### config.mk
export PLATFORM = sky130hd
export DESIGN_NAME = ann_layer_sequencer_flat
export DESIGN_NICKNAME = d
export VERILOG_FILES = /design/src/rtl/ann_layer_sequencer_pkg.sv /design/src/rtl/ann_layer_sequencer_if.sv /design/src/rtl/ann_timeout_counter.sv /design/src/rtl/ann_layer_sequencer.sv /design/src/flat_wrapper.sv
export SDC_FILE = /design/constraint.sdc
export NUM_CORES = 1
export LEC_CHECK = 0
export BUFFER_PORTS_ARGS = -buffer_cell sky130_fd_sc_hd__buf_2
export CAP_MARGIN = 15
export CORE_MARGIN = 1
export CORE_UTILIZATION = 52
export DETAILED_ROUTE_END_ITERATION = 8
export MAX_ROUTING_LAYER = met4
export PLACE_DENSITY_LB_ADDON = 0.15
export SYNTH_ARGS = -nofsm -noshare
export SYNTH_HDL_FRONTEND = slang
export SYNTH_SLANG_ARGS = --single-unit
### constraint.sdc
create_clock -name clk -period 1.9 [get_ports clk]
set_input_delay 0.38 -clock clk [delete_from_list [all_inputs] [get_ports clk]]
set_output_delay 0.38 -clock clk [all_outputs]
set_load 0.02 [all_outputs]
### src/rtl/ann_layer_sequencer_pkg.sv
// Shared types and defaults for the ANN layer sequencer: state and error
// encodings plus the default three-layer input-size table.
package ann_pkg;

  typedef enum logic [2:0] {
    ST_IDLE        = 3'd0,
    ST_REQ_COEF    = 3'd1,
    ST_WAIT_COEF   = 3'd2,
    ST_START_LAYER = 3'd3,
    ST_RUN_LAYER   = 3'd4,
    ST_ADVANCE     = 3'd5,
    ST_DONE        = 3'd6,
    ST_ERROR       = 3'd7
  } ann_seq_state_t;

  typedef enum logic [1:0] {
    ERR_NONE     = 2'b00,
    ERR_COEF_TO  = 2'b01,
    ERR_LAYER_TO = 2'b10
  } ann_err_t;

  localparam int unsigned DEFAULT_NUM_LAYERS = 3;
  localparam int unsigned DEFAULT_SIZE_W     = 7;

  // Layer 0 sits in the LSBs: 64 inputs, then 16, then 4.
  localparam logic [DEFAULT_NUM_LAYERS*DEFAULT_SIZE_W-1:0] DEFAULT_LAYER_IN_SIZES =
    {7'd4, 7'd16, 7'd64};

  // Width of a layer index; never narrower than one bit.
  function automatic int unsigned layer_w(input int unsigned n);
    return (n > 1) ? $clog2(n) : 1;
  endfunction

endpackage

### src/rtl/ann_layer_sequencer_if.sv
// Handshake and control bundle between the layer sequencer (master) and the
// loader / node-array side (slave).
interface ann_layer_sequencer_if #(
  parameter int unsigned SIZE_W = 7,
  parameter int unsigned LW     = 2
);

  logic              image_loaded;
  logic              coef_loaded;
  logic              layer_done;
  logic              abort;
  logic              err_clr;

  logic [SIZE_W-1:0] max_input;
  logic [LW-1:0]     layer_idx;
  logic              load_image;
  logic              request_coef;
  logic              reset_accum;
  logic              coeff_ready;
  logic              load_layer;
  logic              done_processing;
  logic              aborted;
  logic              busy;
  logic              error;
  logic [1:0]        err_code;

  modport master (
    input  image_loaded, coef_loaded, layer_done, abort, err_clr,
    output max_input, layer_idx, load_image, request_coef, reset_accum,
           coeff_ready, load_layer, done_processing, aborted, busy, error,
           err_code
  );

  modport slave (
    output image_loaded, coef_loaded, layer_done, abort, err_clr,
    input  max_input, layer_idx, load_image, request_coef, reset_accum,
           coeff_ready, load_layer, done_processing, aborted, busy, error,
           err_code
  );

endinterface

### src/rtl/ann_timeout_counter.sv
// Wait-state watchdog: counts cycles while enabled and flags the last allowed
// cycle. A TIMEOUT_CYCLES of 0 removes the counter entirely.
module ann_timeout_counter #(
  parameter int unsigned TIMEOUT_CYCLES = 1024
) (
  input  logic clk,
  input  logic rst,
  input  logic clr,
  input  logic en,
  output logic expired
);

  generate
    if (TIMEOUT_CYCLES == 0) begin : g_bypass
      logic unused_bypass;
      assign unused_bypass = ^{clk, rst, clr, en};
      assign expired       = 1'b0;
    end else begin : g_count
      localparam int unsigned   CW   = (TIMEOUT_CYCLES > 1) ? $clog2(TIMEOUT_CYCLES) : 1;
      localparam logic [CW-1:0] LAST = CW'(TIMEOUT_CYCLES - 1);

      logic [CW-1:0] count_q;

      // Saturates on the last cycle so a stalled enable can never wrap.
      always_ff @(posedge clk) begin
        if (rst || clr) begin
          count_q <= '0;
        end else if (en && (count_q != LAST)) begin
          count_q <= count_q + CW'(1);
        end
      end

      assign expired = en && (count_q == LAST);
    end
  endgenerate

endmodule

### src/rtl/ann_layer_sequencer.sv
// Steps the node array through NUM_LAYERS fully connected layers: coefficient
// request, accumulator clear, run, output latch; with abort and wait timeouts.
module ann_layer_sequencer
  import ann_pkg::*;
#(
  parameter int unsigned                     NUM_LAYERS     = DEFAULT_NUM_LAYERS,
  parameter int unsigned                     SIZE_W         = DEFAULT_SIZE_W,
  parameter logic [NUM_LAYERS*SIZE_W-1:0]    LAYER_IN_SIZES = DEFAULT_LAYER_IN_SIZES,
  parameter int unsigned                     TIMEOUT_CYCLES = 1024,
  parameter int unsigned                     LW             = layer_w(NUM_LAYERS)
) (
  input logic                   clk,
  input logic                   rst,
  ann_layer_sequencer_if.master bus
);

  localparam logic [LW-1:0] LAST_LAYER = LW'(NUM_LAYERS - 1);

  ann_seq_state_t    state_q, state_d;
  logic [LW-1:0]     layer_idx_q, layer_idx_d;
  ann_err_t          err_code_q, err_code_d;
  logic              aborted_q;
  logic              abort_take;
  logic              in_wait;
  logic              timer_expired;
  logic [SIZE_W-1:0] size_tbl [NUM_LAYERS];

  for (genvar i = 0; i < NUM_LAYERS; i++) begin : g_size_tbl
    assign size_tbl[i] = LAYER_IN_SIZES[i*SIZE_W +: SIZE_W];
  end

  assign in_wait = (state_q == ST_WAIT_COEF) || (state_q == ST_RUN_LAYER);

  // Leaving a wait state always passes through a non-wait state, so holding
  // the timer clear outside them gives a fresh count on every entry.
  ann_timeout_counter #(
    .TIMEOUT_CYCLES(TIMEOUT_CYCLES)
  ) u_timeout (
    .clk    (clk),
    .rst    (rst),
    .clr    (!in_wait),
    .en     (in_wait),
    .expired(timer_expired)
  );

  // NOTE: non-blocking assignments so every register samples pre-edge values.
  always_ff @(posedge clk) begin
    if (rst) begin
      state_q     <= ST_IDLE;
      layer_idx_q <= '0;
      err_code_q  <= ERR_NONE;
      aborted_q   <= 1'b0;
    end else begin
      state_q     <= state_d;
      layer_idx_q <= layer_idx_d;
      err_code_q  <= err_code_d;
      aborted_q   <= abort_take;
    end
  end

  always_comb begin
    // NOTE: defaults first so no path through the case can infer a latch.
    state_d     = state_q;
    layer_idx_d = layer_idx_q;
    err_code_d  = err_code_q;
    abort_take  = 1'b0;

    // Abort outranks acknowledges and timeouts; DONE is allowed to finish.
    if (bus.abort && (state_q inside {ST_REQ_COEF, ST_WAIT_COEF, ST_START_LAYER,
                                      ST_RUN_LAYER, ST_ADVANCE})) begin
      abort_take  = 1'b1;
      state_d     = ST_IDLE;
      layer_idx_d = '0;
    end else begin
      case (state_q)
        ST_IDLE: begin
          if (bus.image_loaded) state_d = ST_REQ_COEF;
        end
        ST_REQ_COEF: state_d = ST_WAIT_COEF;
        ST_WAIT_COEF: begin
          if (bus.coef_loaded) begin
            state_d = ST_START_LAYER;
          end else if (timer_expired) begin
            state_d    = ST_ERROR;
            err_code_d = ERR_COEF_TO;
          end
        end
        ST_START_LAYER: state_d = ST_RUN_LAYER;
        ST_RUN_LAYER: begin
          if (bus.layer_done) begin
            state_d = ST_ADVANCE;
          end else if (timer_expired) begin
            state_d    = ST_ERROR;
            err_code_d = ERR_LAYER_TO;
          end
        end
        ST_ADVANCE: begin
          if (layer_idx_q == LAST_LAYER) begin
            state_d = ST_DONE;
          end else begin
            state_d     = ST_REQ_COEF;
            layer_idx_d = layer_idx_q + LW'(1);
          end
        end
        ST_DONE: begin
          state_d     = ST_IDLE;
          layer_idx_d = '0;
        end
        ST_ERROR: begin
          if (bus.err_clr) begin
            state_d     = ST_IDLE;
            layer_idx_d = '0;
            err_code_d  = ERR_NONE;
          end
        end
        default: begin
          state_d     = ST_IDLE;
          layer_idx_d = '0;
        end
      endcase
    end
  end

  assign bus.max_input       = size_tbl[layer_idx_q];
  assign bus.layer_idx       = layer_idx_q;
  assign bus.load_image      = (state_q == ST_IDLE);
  assign bus.request_coef    = (state_q == ST_REQ_COEF);
  assign bus.reset_accum     = (state_q == ST_START_LAYER);
  assign bus.coeff_ready     = (state_q == ST_RUN_LAYER);
  assign bus.load_layer      = (state_q == ST_ADVANCE);
  assign bus.done_processing = (state_q == ST_DONE);
  assign bus.aborted         = aborted_q;
  assign bus.busy            = !((state_q == ST_IDLE) || (state_q == ST_ERROR));
  assign bus.error           = (state_q == ST_ERROR);
  assign bus.err_code        = err_code_q;

endmodule

### src/flat_wrapper.sv
// flat-port wrapper written by rule: the top's interface ports become plain ports
module ann_layer_sequencer_flat import ann_pkg::*;
#(
  parameter int unsigned                     NUM_LAYERS     = DEFAULT_NUM_LAYERS,
  parameter int unsigned                     SIZE_W         = DEFAULT_SIZE_W,
  parameter logic [NUM_LAYERS*SIZE_W-1:0]    LAYER_IN_SIZES = DEFAULT_LAYER_IN_SIZES,
  parameter int unsigned                     TIMEOUT_CYCLES = 1024,
  parameter int unsigned                     LW             = layer_w(NUM_LAYERS)
)
  (clk, rst, bus_image_loaded, bus_coef_loaded, bus_layer_done, bus_abort, bus_err_clr, bus_max_input, bus_layer_idx, bus_load_image, bus_request_coef, bus_reset_accum, bus_coeff_ready, bus_load_layer, bus_done_processing, bus_aborted, bus_busy, bus_error, bus_err_code);
  ann_layer_sequencer_if #(.SIZE_W(SIZE_W), .LW(LW)) bus_i ();
  input logic clk;
  input logic rst;
  input wire logic [$bits(bus_i.image_loaded)-1:0] bus_image_loaded;
  input wire logic [$bits(bus_i.coef_loaded)-1:0] bus_coef_loaded;
  input wire logic [$bits(bus_i.layer_done)-1:0] bus_layer_done;
  input wire logic [$bits(bus_i.abort)-1:0] bus_abort;
  input wire logic [$bits(bus_i.err_clr)-1:0] bus_err_clr;
  output wire logic [$bits(bus_i.max_input)-1:0] bus_max_input;
  output wire logic [$bits(bus_i.layer_idx)-1:0] bus_layer_idx;
  output wire logic [$bits(bus_i.load_image)-1:0] bus_load_image;
  output wire logic [$bits(bus_i.request_coef)-1:0] bus_request_coef;
  output wire logic [$bits(bus_i.reset_accum)-1:0] bus_reset_accum;
  output wire logic [$bits(bus_i.coeff_ready)-1:0] bus_coeff_ready;
  output wire logic [$bits(bus_i.load_layer)-1:0] bus_load_layer;
  output wire logic [$bits(bus_i.done_processing)-1:0] bus_done_processing;
  output wire logic [$bits(bus_i.aborted)-1:0] bus_aborted;
  output wire logic [$bits(bus_i.busy)-1:0] bus_busy;
  output wire logic [$bits(bus_i.error)-1:0] bus_error;
  output wire logic [$bits(bus_i.err_code)-1:0] bus_err_code;
  assign bus_i.image_loaded = bus_image_loaded;
  assign bus_i.coef_loaded = bus_coef_loaded;
  assign bus_i.layer_done = bus_layer_done;
  assign bus_i.abort = bus_abort;
  assign bus_i.err_clr = bus_err_clr;
  assign bus_max_input = bus_i.max_input;
  assign bus_layer_idx = bus_i.layer_idx;
  assign bus_load_image = bus_i.load_image;
  assign bus_request_coef = bus_i.request_coef;
  assign bus_reset_accum = bus_i.reset_accum;
  assign bus_coeff_ready = bus_i.coeff_ready;
  assign bus_load_layer = bus_i.load_layer;
  assign bus_done_processing = bus_i.done_processing;
  assign bus_aborted = bus_i.aborted;
  assign bus_busy = bus_i.busy;
  assign bus_error = bus_i.error;
  assign bus_err_code = bus_i.err_code;
  ann_layer_sequencer #(.NUM_LAYERS(NUM_LAYERS), .SIZE_W(SIZE_W), .LAYER_IN_SIZES(LAYER_IN_SIZES), .TIMEOUT_CYCLES(TIMEOUT_CYCLES), .LW(LW)) u_core (.clk(clk), .rst(rst), .bus(bus_i));
endmodule
# Yosys cells after proc, flatten, opt, wreduce, memory -nomap -nowiden
# Index checks and enable logic that the tools add are counted.
# classes
addsub,2
n_lt_le_gt_ge,1
n_eq_ne,17
n_mux,19
bitwise_logic,2
n_reduce_logical,16
# op_table
operator,count
one-hot mux 3 bit (8 select lines),1
2-to-1 mux 3 bit,6
binary-select mux 7 bit (select 2 bit),1
2-to-1 mux 7 bit,2
"equality test 3 bit, second input constant",4
2-to-1 mux 2 bit,6
one-hot mux 2 bit (3 select lines),2
"adder 10 x 1 -> 10 bit, second input constant",1
"equality test 10 bit, second input constant",1
"!= test 10 bit, second input constant",1
"!= test 2 bit, second input constant",5
AND reduction 7 bit,1
"equality test 3 x 2 -> 1 bit, second input constant",2
nonzero test 3 bit,2
nonzero test 5 bit,1
"!= test 2 x 1 -> 1 bit, second input constant",2
"equality test 3 x 1 -> 1 bit, second input constant",1
"greater-or-equal comparator 3 bit, second input constant",1
logical AND 1 bit,3
zero test 3 bit,1
logical OR 1 bit,3
NOT 2 -> 3 bit,1
AND reduction 3 bit,1
"adder 2 x 1 -> 2 bit, second input constant",1
6 further kinds,7
# totals
reg_bits,18
inputBits,7
output_inout_bits,20
word_cells,62

# Logic depth before layout (Yosys ltp)
# Gate-level depths: netlist (run 1).
# logic_depth
word_depth,6
depth_mapped,6
ltp_nobuf,6

# By module
# From an unflattened synthesis (run 1), not the netlist that was laid out.
# hier_totals
cells_unflattened,143
area_unflattened_um2,1198.6
# modules_own_cells
mod,n_inst,cells_each,area_per_inst_um2,seq_area_each_um2
ann_layer_sequencer,1,84,669.4,160.2
ann_timeout_counter,1,59,529.3,200.2

# Worst setup path after synthesis (run 1)
# OpenSTA, ideal clock, no wires.
# synth_path
kind,flip-flop to flip-flop
start,register u_core.u_timeout.g_count.count_q[0]
end,register u_core.err_code_q[0] (netlist: u_core.bus.err_code[0])
setup_time_ns,0.092
t_arrival_ns,1.581
t_required_ns,1.808
slack_ns,0.226
stages_incl_launch_ff,7
path_buffers,1
synth_period_minus_slack_ns,1.674
path_cell_list,dfxtp_1 -> ha_1 -> and4_1 -> buf_2 -> nand4_1 -> a221o_1 -> o32ai_1
# synth_between
elab_chain_len,4
word_cells_on_any_way,5
cone_classes,eq/ne (3); reduce/logical (2)
# synth_lines
element,line,rtl
"start, declared",ann_timeout_counter.sv:22,logic [CW-1:0] count_q;
"start signal, assigned",ann_timeout_counter.sv:29,count_q <= count_q + CW'(1);
equality test 10 bit *,ann_timeout_counter.sv:33,assign expired = en && (count_q == LAST);
logical AND 1 bit *,ann_timeout_counter.sv:33,
!= test 2 x 1 -> 1 bit (no line),n/a,
AND reduction 7 bit (no line) *,n/a,
"end signal, assigned",ann_layer_sequencer.sv:56,err_code_q <= err_code_d;
"end, declared",ann_layer_sequencer.sv:21,"ann_err_t err_code_q, err_code_d;"
# Mark *: on every way between the ends. The rest lies on a longest branch, timed or not.
# A chain may end at the register's enable or synchronous reset.

# Worst setup path after layout (run 1)
# layout_path
start,register u_core.state_q[1]
end,output port bus_load_layer
# layout_between
elab_chain_len,1
# layout_lines
element,line,rtl
"start, declared",ann_layer_sequencer.sv:19,"ann_seq_state_t state_q, state_d;"
"start signal, assigned",ann_layer_sequencer.sv:54,state_q <= state_d;
equality test 3 bit,ann_layer_sequencer.sv:130,assign bus.load_layer = (state_q == ST_ADVANCE);
"end, declared",flat_wrapper.sv:25,output wire logic [$bits(bus_i.load_layer)-1:0] bus_load_layer;
# No other way between the ends.

==> impl_metrics.env, run 1 <==
export IMPL_synth_top_area_share_pct=31.24
export IMPL_antenna_found_initial=0
export IMPL_synth_edf_count=0
export IMPL_placementRows=16
export IMPL_hold_viol_final=0
export IMPL_cp_required_ps=1520
export IMPL_cts_buffers=3
export IMPL_slowest_stage="dfxtp_1"
export IMPL_slew_violations=0
export IMPL_seq_power_share_pct=48.3
export IMPL_drive_gt1_share_pct=22.09
export IMPL_max_clock_path_buffers=2
export IMPL_syn_to_final_growth_pct=16.05
export IMPL_cts_sinks=18
export IMPL_setup_viol=0
export IMPL_skew_ps=7.807
export IMPL_cts_max_level=1
export IMPL_worst_path_buf_inv=3
export IMPL_peakVddDrop_v=0.0005418
export IMPL_stdcell_count=199
export IMPL_antennaDiodeCount=0
export IMPL_synthFlopType="dfxtp_1"
export IMPL_ys_seq_elements=18
export IMPL_multi_input_area_um2=695.7
export IMPL_port_buffers=22
export IMPL_critPathLaunchType="register"
export IMPL_postRouteAntennaNets=0
export IMPL_remaining_drc_errors=0
export IMPL_dpl_cell_count=195
export IMPL_dr_pass1_iters=4
export IMPL_track_usage_pct=24.34
export IMPL_fill_cells=167
export IMPL_synth_avg_cell_area_um2=7.795
export IMPL_cts_hold_buf=0
export IMPL_power_switching_mw=0.2810
export IMPL_grt_max_degree=13
export IMPL_io_pins=27
export IMPL_via_per_inst=5.864
export IMPL_min_path_type="input port to register"
export IMPL_vias=1167
export IMPL_max_cap_violations=0
export IMPL_combinationalPowerShare_pct=25.1
export IMPL_path_delay_family="flip-flops"
export IMPL_synth_distinct_cells=42
export IMPL_clock_latency_ps=290
export IMPL_ys_seq_area_share_pct=31.24
export IMPL_dieArea_um2=2411
export IMPL_wl_per_cell_um=13.04
export IMPL_final_core_util_pct=66.21
export IMPL_post_route_min_period_ps=1770
export IMPL_rsz0062_at_grt="no"
export IMPL_first_iter_violations=36
export IMPL_synth_cells=148
export IMPL_synth_most_common_cell="dfxtp_1"
export IMPL_cp_max_fo=12
export IMPL_worstSetupEndpointType="output pin"
export IMPL_final_nets=184
export IMPL_drt_wl_total_um=2595
export IMPL_leakage_nw=0.5477
export IMPL_grt_pass1_vias=1018
export IMPL_p_per_area_nw_per_um2=651.2
export IMPL_slowest_delay_ps=500
export IMPL_dp_hpwl_um=1993
export IMPL_dieHeight_um=49.10
export IMPL_power_share_clock_pct=26.6
export IMPL_yosysWarnings=0
export IMPL_cts_tree="built"
export IMPL_crit_chain="buf_4 > nand3b_1 > inv_1 > buf_2"
export IMPL_netlist_area_um2=1154
export IMPL_post_cts_setup_buffers=0
export IMPL_status="completed"
export IMPL_criticalPathCategory="register to output pin"
export IMPL_fp_coreArea_um2=2022
export IMPL_cts_reportedPaths_clkPinSlew_ps=100
export IMPL_async_flop_share_pct=0
export IMPL_initial_utilization_pct=57.05
export IMPL_internal_power_mw=0.5908
export IMPL_grt_overflow=0
export IMPL_timing_hold_ws_ps=261.4
export IMPL_yosysTopAreaCell="dfxtp_1"
export IMPL_synthTopCellsByArea="dfxtp_1 (31%), a21oi_1 (4.8%), ha_1 (4.3%), nand2_1 (3.9%), nor2_1 (3.9%)"
export IMPL_fmax_mhz=564.8
export IMPL_grt_pass1_wl_um=4436
export IMPL_post_route_period_util_pct=93.18
export IMPL_switching_share_pct=32.23
export IMPL_root_buffer="clkbuf_4"
export IMPL_place_congestion=0.8822
export IMPL_die_w_um=49.10
export IMPL_arrival_ps=1390
export IMPL_seq_area_um2=361.6
export IMPL_yosys_top_cells_count="dfxtp_1 (18), nand2_1 (12), nor2_1 (12), a21oi_1 (11), inv_1 (11)"
export IMPL_cts_resized=0
export IMPL_fin_setup_tns_ps=0
metal layers:
metal / vias to the layer above / global-route usage, % / part of all wire, %
met2: 42 / 39.27 / 46
met3: 2 / 5.607 / 5.1
li1: 589 / - / -
met5: - / - / 0
met4: 0 / 4.412 / 0.35
met1: 534 / 31.15 / 48
power groups by stage:
stage          registers [mW]  logic, mW  clock network, mW
2_1_floorplan           0.415      0.176                  0
3_3_place_gp            0.425      0.212                  0
3_5_place_dp            0.427      0.217                  0
4_1_cts                 0.418      0.217              0.244
5_1_grt                 0.425      0.244              0.258
6_report                0.421      0.218              0.232
cells in the final DEF (no fill, tap or decap), drive strengths merged, types with 2 or more instances in the layout:
cell type	instances
buf	30
dfxtp	18
nor2	12
nand2	12
inv	11
a21oi	11
nand3	7
nand4	5
nor3	5
ha	4
conb	4
or3	4
clkbuf	4
nand3b	3
and3	3
and4	3
xnor2	3
a211oi	3
o31ai	3
a31oi	3
nor3b	3
nand2b	2
a221oi	2
o32ai	2
layout make-up:
type | count | area share (%)
Sequential cell | 18 | 27.01
Clock buffer | 4 | 2.710
Inverter | 11 | 3.084
Timing Repair Buffer | 30 | 12.71
Tap cell | 27 | 2.523
Multi-Input combinational cell | 109 | 51.96
sequential cells by signal, summed over array words and instances (netlist names):
signal / count
u_core.bus.aborted: 1
u_core.bus.err_code: 2
u_core.bus.layer_idx: 2
u_core.state_q: 3
u_core.u_timeout.g_count.count_q: 10
stage by stage:
stage                     area (um2)  worst slack [ps]  total power, mW
after CTS                       1333             22.72           0.8790
after detailed placement        1296             206.1           0.6441
after floorplan                 1165             226.4           0.5904
final                           1339             129.6           0.8718
after global routing            1339             7.714           0.9271
after global placement          1296             266.5           0.6370
worst paths after layout:
check,startpoint,end,slack [ps],cells after the start
setup / recovery,u_core.state_q[1]$_SDFFE_PP0P_,bus_load_layer,130,4
hold / removal,rst,u_core.bus.aborted$_SDFF_PP0_,260,2
setup reg to reg,u_core.u_timeout.g_count.count_q[0]$_SDFFE_PP0P_,u_core.bus.err_code[0]$_SDFFE_PP0P_,180,5
hold reg to reg,u_core.bus.err_code[0]$_SDFFE_PP0P_,u_core.bus.err_code[0]$_SDFFE_PP0P_,480,2
cells by family (layout without fill, tap and decap cells):
group | after synthesis | after routing | synth area share (%)
simple gates | 63 | 63 | 30.37
compound gates | 34 | 34 | 20.72
buf+inv | 24 | 45 | 9.870
flops | 18 | 18 | 31.24
fa+ha+maj | 4 | 4 | 4.339
xor+xnor | 3 | 3 | 2.278
other cells | 1 | 4 | 0.3251
mux | 1 | 1 | 0.8677
No activity file was read; power rests on OpenSTA's default activity.
==> run 2, diff against run 1 <==
Settings changed: CELL_PAD_IN_SITES_DETAIL_PLACEMENT set to 1, CELL_PAD_IN_SITES_GLOBAL_PLACEMENT set to 1, CORE_UTILIZATION 52 to 38.
==> impl_metrics.env, run 2 (synthesis results as in run 1) <==
export IMPL_antenna_found_initial=0
export IMPL_timing_hold_ws_ps=281.3
export IMPL_grt_pass1_vias=1148
export IMPL_critPathLaunchType="register"
export IMPL_violations="design-rule violations"
export IMPL_place_area_um2=1324
export IMPL_root_buffer="clkbuf_4"
export IMPL_die_w_um=57.10
export IMPL_place_ws_ps=184.3
export IMPL_layout_common_cells="buf_2 (22), dfxtp_1 (17), nor2_1 (12), nand2_1 (12)"
export IMPL_biggestRegsByFlops="u_core.u_timeout.g_count.count_q (10), u_core.state_q (3)"
export IMPL_max_cap_violations=0
export IMPL_stdcell_count=205
export IMPL_post_cts_setup_buffers=0
export IMPL_track_usage_pct=20.80
export IMPL_cp_max_fo=15
export IMPL_peakVddDrop_v=0.0003527
export IMPL_grt_max_degree=16
export IMPL_vias=1217
export IMPL_dr_pass1_iters=6
export IMPL_largest_register="u_core.u_timeout.g_count.count_q"
export IMPL_skew_ps=8.904
export IMPL_first_iter_violations=46
export IMPL_path_delay_family="simple AND/OR/NAND/NOR gates"
export IMPL_placementRows=19
export IMPL_dieArea_um2=3260
export IMPL_port_buffers=22
export IMPL_mostFrequentLayoutCell="buf_2"
export IMPL_criticalPathCategory="register to output pin"
export IMPL_cts_sinks=18
export IMPL_postRouteAntennaNets=0
export IMPL_slowest_stage="or3_4"
export IMPL_hold_viol_final=0
export IMPL_wl_per_cell_um=14.95
export IMPL_slowest_delay_ps=400
export IMPL_grt_pass1_wl_um=5250
export IMPL_dieHeight_um=57.10
export IMPL_remaining_drc_errors=6
export IMPL_setup_viol=0
export IMPL_cts_tree="built"
export IMPL_min_path_type="input port to register"
export IMPL_worst_path_buf_inv=3
export IMPL_final_nets=187
export IMPL_rsz0062_at_grt="no"
export IMPL_dp_hpwl_um=2399
export IMPL_crit_chain="buf_6 > or3_4 > inv_1 > nor2_1 > buf_2"
export IMPL_cts_reportedPaths_clkPinSlew_ps=100
export IMPL_cts_max_level=1
export IMPL_cp_required_ps=1520
export IMPL_post_route_min_period_ps=1810
export IMPL_syn_to_final_growth_pct=17.57
export IMPL_dpl_cell_count=202
export IMPL_status="complete, but fails checks"
export IMPL_cts_buffers=3
export IMPL_largest_register_ffs=10
export IMPL_place_congestion=0.7849
export IMPL_design_area_um2=1356
export IMPL_slew_violations=0
export IMPL_post_route_worst_setup_slack_ps=90.16
export IMPL_fp_coreArea_um2=2805
export IMPL_fin_setup_tns_ps=0
export IMPL_fmax_mhz=552.5
export IMPL_io_pins=27
export IMPL_max_clock_path_buffers=2
export IMPL_clock_latency_ps=290
export IMPL_worstSetupEndpointType="output pin"
export IMPL_final_core_util_pct=48.35
export IMPL_p_per_area_nw_per_um2=621.2
export IMPL_antennaDiodeCount=0
export IMPL_cts_hold_buf=0
export IMPL_power_total_mw=0.8425
export IMPL_post_route_period_util_pct=95.25
export IMPL_drive_gt1_share_pct=22.99
export IMPL_initial_utilization_pct=41.12
export IMPL_drt_wl_total_um=3064
export IMPL_leakage_nw=0.5533
export IMPL_grt_overflow=0
export IMPL_via_per_inst=5.937
export IMPL_arrival_ps=1430
run 2: changes by cell type in the layout (fill, tap and decap cells not counted), sizes merged:
cell	delta
buf	+3
clkbuf	-1
run 2: path summary, 6_finish.rpt:
check / from / endpoint / slack, ps / cells past startpoint
worst min register to register: u_core.bus.err_code[0]$_SDFFE_PP0P_ / u_core.bus.err_code[0]$_SDFFE_PP0P_ / 480 / 2
worst max-delay path: u_core.state_q[2]$_SDFFE_PP0P_ / bus_busy / 90 / 5
worst min-delay path: rst / u_core.bus.aborted$_SDFF_PP0_ / 280 / 2
worst max register to register: u_core.u_timeout.g_count.count_q[0]$_SDFFE_PP0P_ / u_core.bus.err_code[0]$_SDFFE_PP0P_ / 170 / 5
run 2: what timing repair did:
item	CTS	global route
endpoints found under the hold margin	0	0
gates resized for setup	0	3
setup endpoints to repair	0	3
run 2: per-layer routing:
layer  vias to the layer above  part of all wire, %  GRT usage (%)
li1                        591                    -              -
met1                       603                   50          27.99
met2                        21                   46          33.11
met3                         2                  3.1          4.082
met4                         0                 0.42          3.136
met5                         -                    0              -
run 2: area by class of cell:
cell class / instances / area, um2
clock buffer: 3 / 22.52
fill: 359 / 1449
inverter: 11 / 41.29
multi-input combinational: 109 / 695.7
sequential: 18 / 361.6
tap: 31 / 38.79
timing repair buffer: 33 / 196.4
run 2: power breakdown:
part	leakage [nW]	internal (mW)	total, mW	switching (mW)
Combinational	0.394	0.0907	0.235	0.144
Sequential	0.146	0.394	0.420	0.0260
Clock	0.0138	0.0737	0.188	0.115
Total	0.553	0.558	0.842	0.284
==> run 3, diff against run 2 <==
Settings changed: BUFFER_PORTS_ARGS -buffer_cell sky130_fd_sc_hd__buf_2 to unset, CORE_UTILIZATION 38 to 44, DONT_BUFFER_PORTS set to 1.
Clock period 1.9 ns to 1.8 ns, I/O delays scaled along.
==> impl_metrics.env, run 3 (synthesis results as in run 1) <==
export IMPL_drive_gt1_share_pct=23.49
export IMPL_cts_max_level=1
export IMPL_crit_chain="buf_12 > or3_4 > inv_2 > nor2_1 > buf_4"
export IMPL_slowest_stage="or3_4"
export IMPL_peakVddDrop_v=0.0004560
export IMPL_via_per_inst=6.112
export IMPL_remaining_drc_errors=0
export IMPL_hold_viol_final=0
export IMPL_cts_tree="built"
export IMPL_dieHeight_um=53.21
export IMPL_mostFrequentLayoutCell="buf_4"
export IMPL_wl_met2_um=1733
export IMPL_cp_required_ps=1440
export IMPL_antenna_found_initial=0
export IMPL_placementRows=18
export IMPL_path_delay_family="simple AND/OR/NAND/NOR gates"
export IMPL_wl_met1_um=1474
export IMPL_final_nets=178
export IMPL_post_route_period_util_pct=101.3
export IMPL_dr_pass1_iters=4
export IMPL_status="complete, but fails checks"
export IMPL_track_usage_pct=25.09
export IMPL_timing_hold_ws_ps=104.8
export IMPL_slew_violations=0
export IMPL_dieArea_um2=2831
export IMPL_cts_hold_buf=0
export IMPL_syn_to_final_growth_pct=21.15
export IMPL_cp_max_fo=6
export IMPL_setup_viol=1
export IMPL_die_w_um=53.21
export IMPL_rsz0062_at_grt="yes"
export IMPL_leakage_nw=0.5301
export IMPL_cts_sinks=18
export IMPL_skew_ps=8.018
export IMPL_worst_path_buf_inv=3
export IMPL_wl_per_cell_um=17.34
export IMPL_slowest_delay_ps=390
export IMPL_dp_hpwl_um=2429
export IMPL_root_buffer="clkbuf_4"
export IMPL_layout_common_cells="buf_4 (22), dfxtp_1 (13), nor2_1 (12), nand2_1 (12), a21oi_1 (11)"
export IMPL_max_clock_path_buffers=2
export IMPL_grt_overflow=0
export IMPL_biggestRegsByFlops="u_core.u_timeout.g_count.count_q (10), u_core.state_q (3)"
export IMPL_place_congestion=0.8087
export IMPL_grt_pass1_wl_um=5078
export IMPL_fmax_mhz=548.4
export IMPL_postRouteAntennaNets=0
export IMPL_initial_utilization_pct=46.57
export IMPL_worstSetupEndpointType="output pin"
export IMPL_p_per_area_nw_per_um2=729.4
export IMPL_arrival_ps=1460
export IMPL_grt_max_degree=18
export IMPL_criticalPathCategory="register to output pin"
export IMPL_io_pins=27
export IMPL_antennaDiodeCount=0
export IMPL_post_route_worst_setup_slack_ps=-23.33
export IMPL_clock_latency_ps=310
export IMPL_min_path_type="input port to register"
export IMPL_violations="negative setup slack"
export IMPL_vias=1198
export IMPL_drt_wl_total_um=3398
export IMPL_grt_pass1_vias=1097
export IMPL_final_core_util_pct=56.41
export IMPL_critPathLaunchType="register"
export IMPL_maxUsedRoutingLayer="met4"
export IMPL_port_buffers=0
export IMPL_max_cap_violations=0
export IMPL_cts_reportedPaths_clkPinSlew_ps=110
export IMPL_wl_met3_um=156
export IMPL_largest_register="u_core.u_timeout.g_count.count_q"
export IMPL_first_iter_violations=28
export IMPL_fp_coreArea_um2=2477
export IMPL_largest_register_ffs=10
export IMPL_post_route_min_period_ps=1823
export IMPL_cts_buffers=3
## run 3: worst paths after layout
path | slack [ps] | from | end | cells past startpoint
setup / recovery | -20 | u_core.state_q[1]$_SDFFE_PP0P_ | bus_busy | 5
hold / removal | 100 | rst | u_core.bus.aborted$_SDFF_PP0_ | 1
setup reg to reg | 130 | u_core.state_q[2]$_SDFFE_PP0P_ | u_core.u_timeout.g_count.count_q[5]$_SDFFE_PP0P_ | 5
hold reg to reg | 480 | u_core.u_timeout.g_count.count_q[1]$_SDFFE_PP0P_ | u_core.u_timeout.g_count.count_q[1]$_SDFFE_PP0P_ | 2
## run 3: report_power, final
| group | total, mW | internal, mW | leakage (nW) | switching (mW) |
|---|---|---|---|---|
| sequential | 0.451 | 0.417 | 0.148 | 0.0333 |
| clock | 0.260 | 0.124 | 0.0210 | 0.137 |
| combinational | 0.308 | 0.143 | 0.361 | 0.166 |
## run 3: per-layer routing
layer | up-vias | GRT usage [%]
li1 | 576 | -
met1 | 588 | 29.73
met2 | 30 | 43.13
met3 | 4 | 6.034
met4 | 0 | 4.386
met5 | - | -
## run 3: area by class of cell
cell class	count	area, um2
inverter	11	41.29
clock buffer	4	36.28
fill	318	1080
sequential	18	369.1
multi-input combinational	109	703.2
timing repair buffer	24	210.2
tap	30	37.54
## run 3: timing repair
item,4_1_cts,5_1_grt
gates resized for setup,6,7
pin swaps,0,3
cloned,0,1
endpoints found under the setup margin,4,8
setup buffers,1,5
## run 3: per-stage QoR
| stage | setup WS [ps] | power, mW | TNS [ps] | area [um2] | instances |
|---|---|---|---|---|---|
| 3_3_place_gp | 165.7 | 0.6730 | 0 | 1257 | 185 |
| 5_1_grt | -48.22 | 1.061 | -48.46 | 1398 | 196 |
| 6_report | -23.33 | 1.019 | -23.33 | 1398 | 196 |
| 4_1_cts | 14.26 | 0.9535 | 0 | 1314 | 190 |
| 2_1_floorplan | 126.4 | 0.6232 | 0 | 1165 | 151 |
| 3_5_place_dp | 49.28 | 0.6839 | 0 | 1257 | 185 |
